[config.mk]
export PLATFORM = sky130hd
export DESIGN_NAME = mmio_uart_tx_flat
export DESIGN_NICKNAME = d
export VERILOG_FILES = /design/src/rtl/mmio_pkg.sv /design/src/rtl/mmio_uart_tx_if.sv /design/src/rtl/uart_tx_fifo.sv /design/src/rtl/mmio_uart_tx.sv /design/src/flat_wrapper.sv
export SDC_FILE = /design/constraint.sdc
export NUM_CORES = 1
export LEC_CHECK = 0
export ABC_AREA = 1
export CAP_MARGIN = 20
export CORE_MARGIN = 1.5
export CORE_UTILIZATION = 30
export CTS_CLUSTER_SIZE = 20
export DETAILED_ROUTE_END_ITERATION = 8
export DONT_BUFFER_PORTS = 1
export GPL_ROUTABILITY_DRIVEN = 1
export HOLD_SLACK_MARGIN = 0.12
export PLACE_DENSITY = 0.5
export SLEW_MARGIN = 20
export SYNTH_ARGS = -nofsm -noshare
export SYNTH_HDL_FRONTEND = slang
export SYNTH_SLANG_ARGS = --single-unit
[constraint.sdc]
create_clock -name clk -period 2.92 [get_ports clk]
set_clock_uncertainty 0.2 [all_clocks]
set_input_delay 0.292 -clock clk [delete_from_list [all_inputs] [get_ports clk]]
set_output_delay 0.292 -clock clk [all_outputs]
set_load 0.03 [all_outputs]
[src/rtl/mmio_pkg.sv]
// mmio_pkg: shared register map, STATUS layout and TX FSM encoding for the MMIO console.
package mmio_pkg;
  localparam logic [31:0] MMIO_BASE_DEFAULT = 32'hF000_0000;
  localparam logic [1:0] REG_HALT = 2'd0;
  localparam logic [1:0] REG_TXDATA = 2'd1;
  localparam logic [1:0] REG_STATUS = 2'd2;
  localparam int ST_EMPTY = 0;
  localparam int ST_FULL = 1;
  localparam int ST_BUSY = 2;
  localparam int ST_OVF = 3;
  localparam int ST_COUNT = 8;
  typedef enum logic [1:0] {TX_IDLE, TX_START, TX_DATA, TX_STOP} tx_state_e;
  function automatic logic [31:0] status_word(logic [7:0] count, logic ovf, logic busy, logic full, logic empty);
    status_word = '0;
    status_word[ST_COUNT +: 8] = count;
    status_word[ST_OVF] = ovf;
    status_word[ST_BUSY] = busy;
    status_word[ST_FULL] = full;
    status_word[ST_EMPTY] = empty;
  endfunction
endpackage

[src/rtl/mmio_uart_tx_if.sv]
// mmio_uart_tx_if: processor mem_* bus slice seen by the console peripheral.
interface mmio_uart_tx_if;
  logic mem_oe;
  logic [31:0] mem_addr;
  logic [31:0] mem_wdata;
  logic [3:0] mem_we;
  logic [31:0] mem_rdata;
  logic mem_ready;
  modport master(output mem_oe, mem_addr, mem_wdata, mem_we, input mem_rdata, mem_ready);
  modport slave(input mem_oe, mem_addr, mem_wdata, mem_we, output mem_rdata, mem_ready);
endinterface

[src/rtl/uart_tx_fifo.sv]
// uart_tx_fifo: synchronous byte FIFO; pushes while full are dropped, pops while empty ignored.
module uart_tx_fifo #(
  parameter int LOG2 = 4
) (
  input  logic            clk,
  input  logic            rst,
  input  logic            push,
  input  logic            pop,
  input  logic [7:0]      wdata,
  output logic [7:0]      rdata,
  output logic            full,
  output logic            empty,
  output logic [LOG2:0]   count
);
  localparam int DEPTH = 1 << LOG2;
  logic [7:0] mem_q [DEPTH];
  logic [LOG2-1:0] wr_q, wr_d, rd_q, rd_d;
  logic [LOG2:0] cnt_q, cnt_d;
  logic do_push, do_pop;
  assign full = cnt_q == (LOG2+1)'(DEPTH);
  assign empty = cnt_q == '0;
  assign count = cnt_q;
  assign rdata = mem_q[rd_q];
  assign do_push = push && !full;
  assign do_pop = pop && !empty;
  always_comb begin
    wr_d = wr_q + LOG2'(do_push);
    rd_d = rd_q + LOG2'(do_pop);
    cnt_d = cnt_q + (LOG2+1)'(do_push) - (LOG2+1)'(do_pop);
  end
  always_ff @(posedge clk) begin
    if (!rst) begin
      wr_q <= '0;
      rd_q <= '0;
      cnt_q <= '0;
    end else begin
      wr_q <= wr_d;
      rd_q <= rd_d;
      cnt_q <= cnt_d;
    end
  end
  always_ff @(posedge clk) if (do_push) mem_q[wr_q] <= wdata;
endmodule

[src/rtl/mmio_uart_tx.sv]
// mmio_uart_tx: MMIO console at BASE_ADDR; HALT/TXDATA/STATUS registers feeding an 8N1 transmitter.
module mmio_uart_tx import mmio_pkg::*; #(
  parameter logic [31:0] BASE_ADDR = MMIO_BASE_DEFAULT,
  parameter int CLKS_PER_BIT = 868,
  parameter int FIFO_LOG2 = 4
) (
  input  logic clk,
  input  logic rst,
  mmio_uart_tx_if.slave bus,
  output logic halt,
  output logic txd
);
  localparam int BW = $clog2(CLKS_PER_BIT);
  localparam logic [BW-1:0] BAUD_LAST = BW'(CLKS_PER_BIT - 1);
  logic sel, wr, rd, push, pop, full, empty, busy, baud_last, unused_bits;
  logic [1:0] off;
  logic [7:0] fifo_rdata;
  logic [FIFO_LOG2:0] count;
  logic halt_q, halt_d, ovf_q, ovf_d, ready_q, ready_d, txd_q, txd_d;
  logic [31:0] rdata_q, rdata_d;
  tx_state_e state_q, state_d;
  logic [BW-1:0] baud_q, baud_d;
  logic [2:0] bit_q, bit_d;
  logic [7:0] shift_q, shift_d;
  assign sel = bus.mem_oe && bus.mem_addr[31:4] == BASE_ADDR[31:4];
  assign off = bus.mem_addr[3:2];
  assign wr = sel && |bus.mem_we;
  assign rd = sel && bus.mem_we == 4'h0;
  assign push = wr && off == REG_TXDATA && bus.mem_we[0];
  assign busy = state_q != TX_IDLE;
  assign baud_last = baud_q == BAUD_LAST;
  assign unused_bits = ^{bus.mem_addr[1:0], bus.mem_wdata[31:8]};
  uart_tx_fifo #(.LOG2(FIFO_LOG2)) u_fifo (
    .clk(clk),
    .rst(rst),
    .push(push),
    .pop(pop),
    .wdata(bus.mem_wdata[7:0]),
    .rdata(fifo_rdata),
    .full(full),
    .empty(empty),
    .count(count)
  );
  // Read data is captured from this cycle's state; a STATUS read clears overflow only afterwards.
  always_comb begin
    halt_d = halt_q || (wr && off == REG_HALT);
    ovf_d = (push && full) || (ovf_q && !(rd && off == REG_STATUS));
    ready_d = rd;
    rdata_d = !rd ? '0
            : off == REG_TXDATA ? {31'b0, !full}
            : off == REG_STATUS ? status_word(8'(count), ovf_q, busy, full, empty)
            : '0;
  end
  always_comb begin
    state_d = state_q;
    baud_d = baud_last ? '0 : baud_q + 1'b1;
    bit_d = bit_q;
    pop = 1'b0;
    case (state_q)
      TX_IDLE: begin
        baud_d = '0;
        pop = !empty;
        state_d = empty ? TX_IDLE : TX_START;
      end
      TX_START: if (baud_last) begin
        state_d = TX_DATA;
        bit_d = '0;
      end
      TX_DATA: if (baud_last) begin
        state_d = bit_q == 3'd7 ? TX_STOP : TX_DATA;
        bit_d = bit_q + 3'd1;
      end
      TX_STOP: if (baud_last) begin
        pop = !empty;
        state_d = empty ? TX_IDLE : TX_START;
      end
      default: state_d = TX_IDLE;
    endcase
    shift_d = pop ? fifo_rdata : shift_q;
    // txd is registered from the next state so the line never glitches.
    txd_d = state_d == TX_START ? 1'b0 : state_d == TX_DATA ? shift_d[bit_d] : 1'b1;
  end
  always_ff @(posedge clk) begin
    if (!rst) begin
      halt_q <= 1'b0;
      ovf_q <= 1'b0;
      ready_q <= 1'b0;
      rdata_q <= '0;
      state_q <= TX_IDLE;
      baud_q <= '0;
      bit_q <= '0;
      shift_q <= '0;
      txd_q <= 1'b1;
    end else begin
      halt_q <= halt_d;
      ovf_q <= ovf_d;
      ready_q <= ready_d;
      rdata_q <= rdata_d;
      state_q <= state_d;
      baud_q <= baud_d;
      bit_q <= bit_d;
      shift_q <= shift_d;
      txd_q <= txd_d;
    end
  end
  assign halt = halt_q;
  assign txd = txd_q;
  assign bus.mem_ready = ready_q;
  assign bus.mem_rdata = rdata_q;
endmodule

[src/flat_wrapper.sv]
// flat-port wrapper written by rule: the top's interface ports become plain ports
module mmio_uart_tx_flat import mmio_pkg::*;
#(
  parameter logic [31:0] BASE_ADDR = MMIO_BASE_DEFAULT,
  parameter int CLKS_PER_BIT = 868,
  parameter int FIFO_LOG2 = 4
)
  (clk, rst, halt, txd, bus_mem_oe, bus_mem_addr, bus_mem_wdata, bus_mem_we, bus_mem_rdata, bus_mem_ready);
  mmio_uart_tx_if bus_i ();
  input  logic clk;
  input  logic rst;
  output logic halt;
  output logic txd;
  input wire logic [$bits(bus_i.mem_oe)-1:0] bus_mem_oe;
  input wire logic [$bits(bus_i.mem_addr)-1:0] bus_mem_addr;
  input wire logic [$bits(bus_i.mem_wdata)-1:0] bus_mem_wdata;
  input wire logic [$bits(bus_i.mem_we)-1:0] bus_mem_we;
  output wire logic [$bits(bus_i.mem_rdata)-1:0] bus_mem_rdata;
  output wire logic [$bits(bus_i.mem_ready)-1:0] bus_mem_ready;
  assign bus_i.mem_oe = bus_mem_oe;
  assign bus_i.mem_addr = bus_mem_addr;
  assign bus_i.mem_wdata = bus_mem_wdata;
  assign bus_i.mem_we = bus_mem_we;
  assign bus_mem_rdata = bus_i.mem_rdata;
  assign bus_mem_ready = bus_i.mem_ready;
  mmio_uart_tx #(.BASE_ADDR(BASE_ADDR), .CLKS_PER_BIT(CLKS_PER_BIT), .FIFO_LOG2(FIFO_LOG2)) u_core (.clk(clk), .rst(rst), .bus(bus_i), .halt(halt), .txd(txd));
endmodule
==> impl_metrics.csv <==
group,metric,value,unit
timing,max_freq,385,MHz
finish,final_common_cell,"nand2_1",
yosys,synth.largest_area_cell,"edfxtp_1",
route,routed_wl,17600,um
yosys,synth_cell_types,35,
clock_network,clock_path_buffers,2,
route,vias_per_cell,4.39,
yosys,synth_seq_area_share,0.611,
grt,grt_max_degree,55,
floorplan,io-pin-count,106,
clock_network,root_buffer,"clkbuf_16",
floorplan,die_h,165,um
placed_design,io_buffer_count,0,
yosys,netlist_area,7900,um^2
yosys,syn_avg_cell_area,9.53,um^2
grt,antenna_found_initial,0,
timing,min_period,2600,ps
timing,fin_setup_tns,0,ps
finish,fill_cells,2661,
clock_network,cts-htree-levels,4,
route,wl_met3,425,um
finish,synthToLayoutAreaGrowth,15.5,%
clock_network,clkSlewWorstSetupHoldPaths,70,ps
timing,slew_headroom,0.504,
setup_path,crit_fanout,4,
clock_network,cts_buffers,17,
job,drv_cap,0,
setup_path,critical_path_required,3080,ps
clock_network,clock-sinks,177,
clock_network,cts_tree,"built",
route,ant_nets,0,
route,drtIter0Drc,353,
setup_path,cp_data_arrival_time,2750,ps
timing,drv_slew,0,
placed_design,place_inst,1160,
hold_path,hp-class,"input port to flop",
placed_design,place.gp.congestion,0.724,
yosys,synth_area_leaders,"edfxtp_1 (49%), dfxtp_1 (12%), nand2_1 (11%)",
finish,final_nets,951,
route,routedWlPerCell,14.5,um
status,status,"finished, final reports clean",
route,drc,0,
route,met1_length,8200,um
route,highest_layer,"met4",
setup_path,worstSetupPathType,"input port to flop",
grt,grt_pass1_wl,27600,um
grt,grt-ovfl-total,0,
yosys,synth_cells,829,
grt,grt_use_total,0.136,
timing,finalCritPeriodShare,0.889,
placed_design,dp_hpwl,11100,um
floorplan,coreArea,26000,um^2
floorplan,start_util,0.304,
yosys,ys_warn_count,0,
finish,final_cells,1211,
finish,antenna_cells,0,
route,via_count,5319,
floorplan,rows,59,
floorplan,chipWidth,165,um
route,drt_pre_antenna_iters,5,
finish,drive_gt1_frac,0.0890,
setup_path,critPathCaptureType,"flop",
route,routed-wl-met2,8840,um
setup_path,crit_path_start_kind,"input port",
grt,grt_pass1_vias,5029,
timing,tightest_slew,742,ps
power,powerDensity,800,nW/um^2
timing,final_hold_viol_count,0,
power,leakage,3.68,nW
timing,setup_viol,0,
clock_network,clk_latency,440,ps
yosys,synth_top_area_frac,0.487,
finish,final_util,0.351,
floorplan,die_area,27300,um^2
power,peakVddDrop,0.440,mV
yosys,synth_seq_cells,177,
finish,most-common-layout-cells,"nand2_1 (231), edfxtp_1 (128), nor2_1 (94)",
==> cells in the mapped netlist <==
library cell and n:
nor3_1 9, nand4_1 3, and3_1 3, a21oi_4 1, nand2_4 2, dfxtp_1 49, clkbuf_1 5, clkinv_1 2
buf_2 16, xnor2_1 4, or2_2 2, nor2_2 3, conb_1 1, buf_6 3, a31oi_1 1, edfxtp_1 128
nand3_1 88, clkinv_2 1, buf_1 2, nor2_1 94, inv_1 78, nand3_2 1, nand3_4 1, o21ai_0 20
nand2_1 231, inv_4 1, nor4_1 4, o21ai_1 7, o21a_1 2, xor2_1 3, fa_1 1, a21oi_1 20
buf_4 26, ha_1 16, nor2_8 1
==> path summary, 6_finish.rpt <==
| check | start | endpoint | slack [ps] | depth (start not counted) |
|---|---|---|---|---|
| hold reg to reg | u_core.ovf_q | u_core.bus.mem_rdata[3] | 240 | 2 |
| hold / removal | bus_mem_we[1] | u_core.ovf_q | 160 | 6 |
| setup / recovery | bus_mem_we[0] | u_core.u_fifo.count[4] | 320 | 16 |
| setup reg to reg | u_core.baud_q[0] | u_core.u_fifo.count[4] | 350 | 15 |
==> state kept, by name, indices dropped and copies added, names as in the netlist <==
register and flops:
u_core.bus.mem_ready 1, u_core.halt 1, u_core.u_fifo.mem_q 128, u_core.state_q 2
u_core.bus.mem_rdata 9, u_core.bit_q 3, u_core.ovf_q 1, u_core.u_fifo.rd_q 4
u_core.u_fifo.count 5, u_core.u_fifo.wr_q 4, u_core.txd 1, u_core.baud_q 10
u_core.shift_q 8
==> per-layer routing <==
layer,up-vias,GRT usage
li1,2733,-
met4,0,0.0401
met3,9,0.0225
met5,-,0
met1,2489,0.172
met2,88,0.236
==> critical path, cell delays in order <==
cell	delay, ps
dlygate4sd3_1	570
nor4_2	300
inv_1	70
nand2_1	90
nor2_1	60
nand2_1	140
inv_1	80
nand2_1	60
nand2_1	50
ha_1	200
fa_2	360
nand2_1	70
a21oi_1	50
nor2_1	130
o21ai_0	90
a21oi_1	140
==> repair_timing <==
action,CTS,global route
setup endpoints to repair,0,1
setup buffers,0,2
hold buffers,17,0
hold endpoints to repair,177,0
gates resized for setup,0,4
==> where the power goes <==
| part | internal [mW] | total [mW] | switching (mW) |
|---|---|---|---|
| combinational | 0.694 | 2.07 | 1.38 |
| clock | 1.18 | 2.34 | 1.16 |
| sequential | 2.80 | 2.89 | 0.0877 |
| total | 4.68 | 7.30 | 2.63 |
==> cell type report <==
class | count | area, um^2 | share of cell area
inverters | 82 | 312 | 0.0341
repair buffers | 45 | 418 | 0.0458
multi-input cells | 540 | 2520 | 0.277
flip-flops and latches | 177 | 4830 | 0.529
well taps | 335 | 419 | 0.0459
clock inverters | 15 | 199 | 0.0218
clock buffers | 17 | 425 | 0.0466
==> cells by family after synthesis <==
logic type,after synthesis,share of synthesized area
flops,177,0.611
buf+inv,134,0.0819
compound gates,51,0.0345
xor+xnor,7,0.00776
simple gates,442,0.237
other cells,1,0.000475
fa+ha+maj,17,0.0279
==> metrics by stage <==
step           hold WS, ps  total power, mW  area (um^2)  setup WS, ps
2_1_floorplan          191             4.43         7980           393
3_3_place_gp           190             4.95         8300           174
3_5_place_dp           192             4.96         8300           163
4_1_cts                150             7.35         9090           161
5_1_grt                249             7.76         9120         -4.58
6_report               157             7.30         9120           324
Note: power is estimated with default switching activity, not from simulation.
